<file path="config.mk">
export PLATFORM = sky130hd
export DESIGN_NAME = calc_sequencer_flat
export DESIGN_NICKNAME = d
export VERILOG_FILES = /design/src/rtl/calc_pkg.sv /design/src/rtl/calc_if.sv /design/src/rtl/calc_instr_buf.sv /design/src/rtl/calc_sequencer.sv /design/src/flat_wrapper.sv
export SDC_FILE = /design/constraint.sdc
export NUM_CORES = 1
export LEC_CHECK = 0
export ABC_AREA = 1
export CAP_MARGIN = 0
export CORE_AREA = 2 2 197 199
export DETAILED_ROUTE_END_ITERATION = 12
export DIE_AREA = 0 0 199 201
export PLACE_DENSITY = 0.56
export SLEW_MARGIN = 20
export SYNTH_ARGS = -nofsm -noshare
export SYNTH_HDL_FRONTEND = slang
export SYNTH_HIERARCHICAL = 1
export SYNTH_SLANG_ARGS = --single-unit
</file>
<file path="constraint.sdc">
create_clock -name clk -period 3.8 [get_ports clk]
set_input_delay 1.14 -clock clk [delete_from_list [all_inputs] [get_ports clk]]
set_output_delay 1.14 -clock clk [all_outputs]
set_load 0.01 [all_outputs]
</file>
<file path="src/rtl/calc_pkg.sv">
// calc_pkg: shared constants and types for the calculator sequencer.
//   INSTR_W  instruction word width {op, a, b}
//   *_MSB/*_LSB  field positions within an instruction word
//   state_t  run-controller states
package calc_pkg;
  localparam int OP_W    = 2;
  localparam int OPND_W  = 8;
  localparam int INSTR_W = OP_W + 2*OPND_W;   // 18
  localparam int OP_MSB  = 17;
  localparam int OP_LSB  = 16;
  localparam int A_MSB   = 15;
  localparam int A_LSB   = 8;
  localparam int B_MSB   = 7;
  localparam int B_LSB   = 0;

  typedef enum logic [1:0] {IDLE, ISSUE, CAPTURE, WAIT_OUT} state_t;
endpackage

</file>
<file path="src/rtl/calc_if.sv">
// calc_if: instruction-in and result-out valid/ready handshakes.
//   in_valid/in_ready/in_data     instruction words {op, a, b}
//   res_valid/res_ready/res_data/res_neg  captured ALU results
//   slave  : sequencer side (consumes instructions, produces results)
//   master : environment side
interface calc_if #(
  parameter int OPW  = 8,
  parameter int RESW = 16
);
  import calc_pkg::*;

  logic                  in_valid;
  logic                  in_ready;
  logic [OP_W+2*OPW-1:0] in_data;
  logic                  res_valid;
  logic                  res_ready;
  logic [RESW-1:0]       res_data;
  logic                  res_neg;

  modport slave (
    input  in_valid, in_data, res_ready,
    output in_ready, res_valid, res_data, res_neg
  );

  modport master (
    output in_valid, in_data, res_ready,
    input  in_ready, res_valid, res_data, res_neg
  );
endinterface

</file>
<file path="src/rtl/calc_instr_buf.sv">
// calc_instr_buf: DEPTH x W instruction register file.
//   clk      write clock
//   wr_en    write strobe; wr_addr/wr_data written on posedge
//   rd_addr  asynchronous read address, rd_data combinational
// Storage is not reset: contents are only meaningful below the
// sequencer's count, which is reset.
module calc_instr_buf #(
  parameter int DEPTH = 16,
  parameter int W     = 18,
  localparam int AW   = $clog2(DEPTH)
) (
  input  logic          clk,
  input  logic          wr_en,
  input  logic [AW-1:0] wr_addr,
  input  logic [W-1:0]  wr_data,
  input  logic [AW-1:0] rd_addr,
  output logic [W-1:0]  rd_data
);
  logic [W-1:0] mem [DEPTH];

  always_ff @(posedge clk)
    if (wr_en) mem[wr_addr] <= wr_data;

  assign rd_data = mem[rd_addr];
endmodule

</file>
<file path="src/rtl/calc_sequencer.sv">
// calc_sequencer: buffers instruction words and runs them through an
// external combinational ALU, one result every three cycles.
//   clk, reset           clock, async active-high reset
//   bus (calc_if.slave)  instruction input and result output handshakes
//   start                pulse: run buffered words (same-cycle write included)
//   flush                clear buffer in IDLE when start is low
//   alu_op/alu_a/alu_b   registered operands to the ALU
//   alu_result/alu_neg   ALU outputs, captured one cycle after issue
//   busy                 not IDLE
//   done                 one-cycle pulse after the last result is accepted
//   count                buffered word count (0..DEPTH)
module calc_sequencer
  import calc_pkg::*;
#(
  parameter int DEPTH = 16,
  parameter int OPW   = 8,
  parameter int RESW  = 16,
  localparam int AW   = $clog2(DEPTH)
) (
  input  logic            clk,
  input  logic            reset,
  calc_if.slave           bus,
  input  logic            start,
  input  logic            flush,
  output logic [OP_W-1:0] alu_op,
  output logic [OPW-1:0]  alu_a,
  output logic [OPW-1:0]  alu_b,
  input  logic [RESW-1:0] alu_result,
  input  logic            alu_neg,
  output logic            busy,
  output logic            done,
  output logic [AW:0]     count
);
  localparam int IW = OP_W + 2*OPW;

  state_t        state_q, state_d;
  logic [AW-1:0] wr_ptr, rd_ptr;
  logic [IW-1:0] rd_word;
  logic          idle, wr_en, do_flush, go, hs, is_last;
  logic [AW:0]   post_cnt;

  assign idle         = (state_q == IDLE);
  assign busy         = ~idle;
  assign bus.in_ready = idle && (count < (AW+1)'(DEPTH));
  // start takes priority over flush; a flush drops any same-cycle write
  assign do_flush     = idle && flush && !start;
  assign wr_en        = bus.in_valid && bus.in_ready && !do_flush;
  assign post_cnt     = count + {{AW{1'b0}}, wr_en};
  assign go           = idle && start && (post_cnt != '0);
  assign hs           = (state_q == WAIT_OUT) && bus.res_ready;
  assign is_last      = ({1'b0, rd_ptr} == count - 1'b1);

  calc_instr_buf #(.DEPTH(DEPTH), .W(IW)) u_buf (
    .clk     (clk),
    .wr_en   (wr_en),
    .wr_addr (wr_ptr),
    .wr_data (bus.in_data),
    .rd_addr (rd_ptr),
    .rd_data (rd_word)
  );

  always_ff @(posedge clk or posedge reset)
    if (reset) state_q <= IDLE;
    else       state_q <= state_d;

  always_comb begin
    state_d = state_q;
    case (state_q)
      IDLE:     if (go) state_d = ISSUE;
      ISSUE:    state_d = CAPTURE;
      CAPTURE:  state_d = WAIT_OUT;
      WAIT_OUT: if (hs) state_d = is_last ? IDLE : ISSUE;
      default:  state_d = IDLE;
    endcase
  end

  always_ff @(posedge clk or posedge reset) begin
    if (reset) begin
      wr_ptr        <= '0;
      rd_ptr        <= '0;
      count         <= '0;
      alu_op        <= '0;
      alu_a         <= '0;
      alu_b         <= '0;
      bus.res_data  <= '0;
      bus.res_neg   <= 1'b0;
      bus.res_valid <= 1'b0;
      done          <= 1'b0;
    end else begin
      done <= 1'b0;
      case (state_q)
        IDLE: begin
          if (do_flush) begin
            wr_ptr <= '0;
            count  <= '0;
          end else begin
            if (wr_en) wr_ptr <= wr_ptr + 1'b1;
            count <= post_cnt;
          end
          if (go) rd_ptr <= '0;
        end
        ISSUE: begin
          alu_op <= rd_word[IW-1 -: OP_W];
          alu_a  <= rd_word[2*OPW-1 -: OPW];
          alu_b  <= rd_word[OPW-1:0];
        end
        CAPTURE: begin
          bus.res_data  <= alu_result;
          bus.res_neg   <= alu_neg;
          bus.res_valid <= 1'b1;
        end
        WAIT_OUT: begin
          if (hs) begin
            bus.res_valid <= 1'b0;
            if (is_last) begin
              done   <= 1'b1;
              count  <= '0;
              wr_ptr <= '0;
              rd_ptr <= '0;
            end else begin
              rd_ptr <= rd_ptr + 1'b1;
            end
          end
        end
        default: ;
      endcase
    end
  end
endmodule

</file>
<file path="src/flat_wrapper.sv">
// flat-port wrapper written by rule: the top's interface ports become plain ports
module calc_sequencer_flat import calc_pkg::*;
#(
  parameter int DEPTH = 16,
  parameter int OPW   = 8,
  parameter int RESW  = 16,
  localparam int AW   = $clog2(DEPTH)
)
  (clk, reset, start, flush, alu_op, alu_a, alu_b, alu_result, alu_neg, busy, done, count, bus_in_valid, bus_in_data, bus_res_ready, bus_in_ready, bus_res_valid, bus_res_data, bus_res_neg);
  calc_if #(.OPW(OPW), .RESW(RESW)) bus_i ();
  input  logic clk;
  input  logic reset;
  input  logic start;
  input  logic flush;
  output logic [OP_W-1:0] alu_op;
  output logic [OPW-1:0] alu_a;
  output logic [OPW-1:0] alu_b;
  input  logic [RESW-1:0] alu_result;
  input  logic alu_neg;
  output logic busy;
  output logic done;
  output logic [AW:0] count;
  input wire logic [$bits(bus_i.in_valid)-1:0] bus_in_valid;
  input wire logic [$bits(bus_i.in_data)-1:0] bus_in_data;
  input wire logic [$bits(bus_i.res_ready)-1:0] bus_res_ready;
  output wire logic [$bits(bus_i.in_ready)-1:0] bus_in_ready;
  output wire logic [$bits(bus_i.res_valid)-1:0] bus_res_valid;
  output wire logic [$bits(bus_i.res_data)-1:0] bus_res_data;
  output wire logic [$bits(bus_i.res_neg)-1:0] bus_res_neg;
  assign bus_i.in_valid = bus_in_valid;
  assign bus_i.in_data = bus_in_data;
  assign bus_i.res_ready = bus_res_ready;
  assign bus_in_ready = bus_i.in_ready;
  assign bus_res_valid = bus_i.res_valid;
  assign bus_res_data = bus_i.res_data;
  assign bus_res_neg = bus_i.res_neg;
  calc_sequencer #(.DEPTH(DEPTH), .OPW(OPW), .RESW(RESW)) u_core (.clk(clk), .reset(reset), .bus(bus_i), .start(start), .flush(flush), .alu_op(alu_op), .alu_a(alu_a), .alu_b(alu_b), .alu_result(alu_result), .alu_neg(alu_neg), .busy(busy), .done(done), .count(count));
endmodule
</file>
==> impl_metrics.py <==
metrics = {
    "sta": {
        "tns_ps": 0,
        "max_freq_mhz": 306,
        "setup_viol_count_final": 0,
        "period_share": 0.860,
        "clock-skew-final_ps": 16.4,
        "min_period_ps": 3270,
        "slew_headroom": 0.406,
        "rsz0062_at_grt": "false",
        "hold_viol": 0,
        "drv_slew": 0,
        "worst_pin_slew_ps": 889,
    },
    "floorplan": {
        "fp.dieW_um": 199,
        "start_util": 0.391,
        "num_rows": 72,
        "io_pins": 85,
        "fp.dieH_um": 201,
        "die_area_um2": 40000,
        "coreArea_um2": 38100,
    },
    "grt": {
        "grt_usage": 0.192,
        "antenna_found_initial": 0,
        "grt_pass1_vias": 9539,
        "globalRouteOverflowTotal": 0,
        "grt_max_degree": 118,
        "grt_pass1_wl_um": 58000,
    },
    "routing": {
        "postRouteAntennaNets": 0,
        "wire_per_inst_um": 18.1,
        "drc": 0,
        "via_count": 9979,
        "detail_route.vias_per_cell": 4.80,
        "finalWirelength_um": 37600,
        "drt_iter0_drc": 712,
        "firstDrtPassIters": 5,
    },
    "setup_path": {
        "cpLargestDelayFamily": "buffers and inverters",
        "critPathMaxStageDelay_ps": 550,
        "cp_slowest_cell": "clkdlybuf4s50_1",
        "critPathMaxFanout": 5,
        "critPathRequiredTime_ps": 2660,
        "startpoint_type": "flip-flop",
        "crit_top_cell": "inv_1",
        "crit_path_end_kind": "output port",
        "cp.arrival_ps": 2130,
        "crit_buf_inv": 3,
        "crit_type": "reg -> out",
        "path_cells": "inv_1 > ha_1 > inv_1 > nor2_1 > clkdlybuf4s50_1",
    },
    "cells_and_area": {
        "drive_above_1_share": 0.0980,
        "syn_to_final_growth_pct": 18.0,
        "multi_input_area_um2": 3710,
        "regArea_um2": 9960,
        "fillers": 3522,
        "nets": 1584,
        "final_common_cell": "nand2_1",
        "final_cell_mix": "nand2_1, edfxtp_1, inv_1",
    },
    "clock_network": {
        "cts-root-buf": "clkbuf_16",
        "cts-buffers-inserted": 38,
        "path_clk_slew_ps": 60,
        "cts.repair.resized": 0,
        "post_cts_buffers": 0,
        "cts_tree": "yes",
        "htreeDepth": 2,
        "cts_max_path_buffers": 3,
        "holdBufCountCts": 0,
        "clock-sinks": 340,
        "clkLatencyLatePin_ps": 540,
    },
    "yosys": {
        "syn_nets": 1486,
        "synth-seq-area-share": 0.667,
        "avgSynthCellArea_um2": 10.4,
        "synth.area.top_cells": "edfxtp_1, nand2_1, dfrtp_1",
        "synth_top_area_frac": 0.580,
        "yosys_warnings": 6,
        "synth_top_cell_by_area": "edfxtp_1",
        "synth-seq-cells": 340,
        "synth.distinct_cells": 27,
        "syn_area_um2": 14900,
        "postSynthCellCount": 1435,
    },
    "flow_run": {
        "cap_violations": 0,
    },
    "pwr": {
        "total_power_mw": 11.5,
        "peakVddDrop_mv": 0.372,
        "powerDensity_nw_per_um2": 656,
        "p_leak_nw": 7.48,
    },
    "place": {
        "dp_hpwl_um": 23200,
        "gp_congestion": 0.803,
        "io_buffer_count": 84,
    },
    "hold_path": {
        "hp-class": "reg -> reg",
    },
    "outcome": {
        "run_status": "complete, no violations",
    },
}
-- per-stage QoR --
step	std cells	util	cell area [µm²]	worst slack, ps	hold WS [ps]
3_3_place_gp	2011	0.430	16400	484	482
4_1_cts	2080	0.461	17600	492	507
5_1_grt	2080	0.461	17600	335	519
2_1_floorplan	1435	-	14900	961	512
3_5_place_dp	2011	0.430	16400	452	488
6_report	2081	0.462	17600	530	501
-- cell families (layout without fill, tap and decap cells) --
logic type               count (synthesis)  count (layout)  synth area share
multiplexers                            35              35            0.0264
buffers and inverters                  310             437            0.0866
AO/OA/AOI/OAI                            8               8           0.00269
other                                    0               1                 0
flip-flops                             340             340             0.667
adder cells (fa/ha/maj)                 10              10           0.00839
AND/OR/NAND/NOR                        728             728             0.206
XOR/XNOR                                 4               4           0.00235
-- final timing paths --
check	from	endpoint	slack (ps)	cells past startpoint
worst min-delay path	u_core/bus.res_valid	u_core/bus.res_valid	500	2
min in group asynchronous	reset	u_core/bus.res_data[11]	1030	2
worst max-delay path	u_core/state_q[1]	bus_in_ready	530	5
worst max register to register	u_core/state_q[1]	u_core/rd_ptr[0]	1060	15
max in group asynchronous	reset	u_core/rd_ptr[0]	2060	3
worst min register to register	u_core/bus.res_valid	u_core/bus.res_valid	500	2
-- registers in the layout, indices dropped and copies added (netlist names) --
signal,count
u_core/rd_ptr,4
u_core/state_q,2
u_core/u_buf/mem,288
u_core/bus.res_neg,1
u_core/wr_ptr,4
u_core/alu_a,8
u_core/alu_b,8
u_core/alu_op,2
u_core/bus.res_data,16
u_core/bus.res_valid,1
u_core/count,5
u_core/done,1
-- power by group --
part | total [mW] | internal [mW] | leakage [nW] | switching (mW)
Sequential | 4.69 | 4.42 | 3.22 | 0.272
Combinational | 3.31 | 1.33 | 3.68 | 1.99
Clock | 3.53 | 2.06 | 0.580 | 1.47
-- per-layer routing --
layer  part of all wire  GRT usage  vias to the layer above
li1                   -          -                     4836
met1               0.46      0.282                     4845
met2               0.47      0.300                      245
met4              0.020     0.0501                        0
met3              0.050     0.0279                       53
met5                  0          0                        -
-- cell type report --
cell class / instances / area share
multi-input combinational: 785 / 0.211
antenna: 1 / 0.000142
tap: 518 / 0.0369
inverter: 247 / 0.0529
clock inverter: 25 / 0.0117
timing repair buffer: 121 / 0.0657
clock buffer: 44 / 0.0559
sequential: 340 / 0.566
-- worst reg2reg max path: cells and delay by family (launching register included) --
family,cells,cell delay [ps]
simple gates,8,970
fa+ha+maj,3,740
flops,1,400
buf+inv,3,320
xor+xnor,1,200
-- cell usage after synthesis (all sizes together) --
cell type / count
a21oi: 2
dfrtp: 52
nand2: 442
clkinv: 2
ha: 10
clkbuf: 7
nand4: 2
nand3b: 2
nand3: 241
edfxtp: 288
mux2: 35
nor2: 38
o21ai: 6
buf: 56
or2: 1
inv: 245
nor4: 2
xor2: 4
Note: power is estimated with default switching activity, not from simulation.
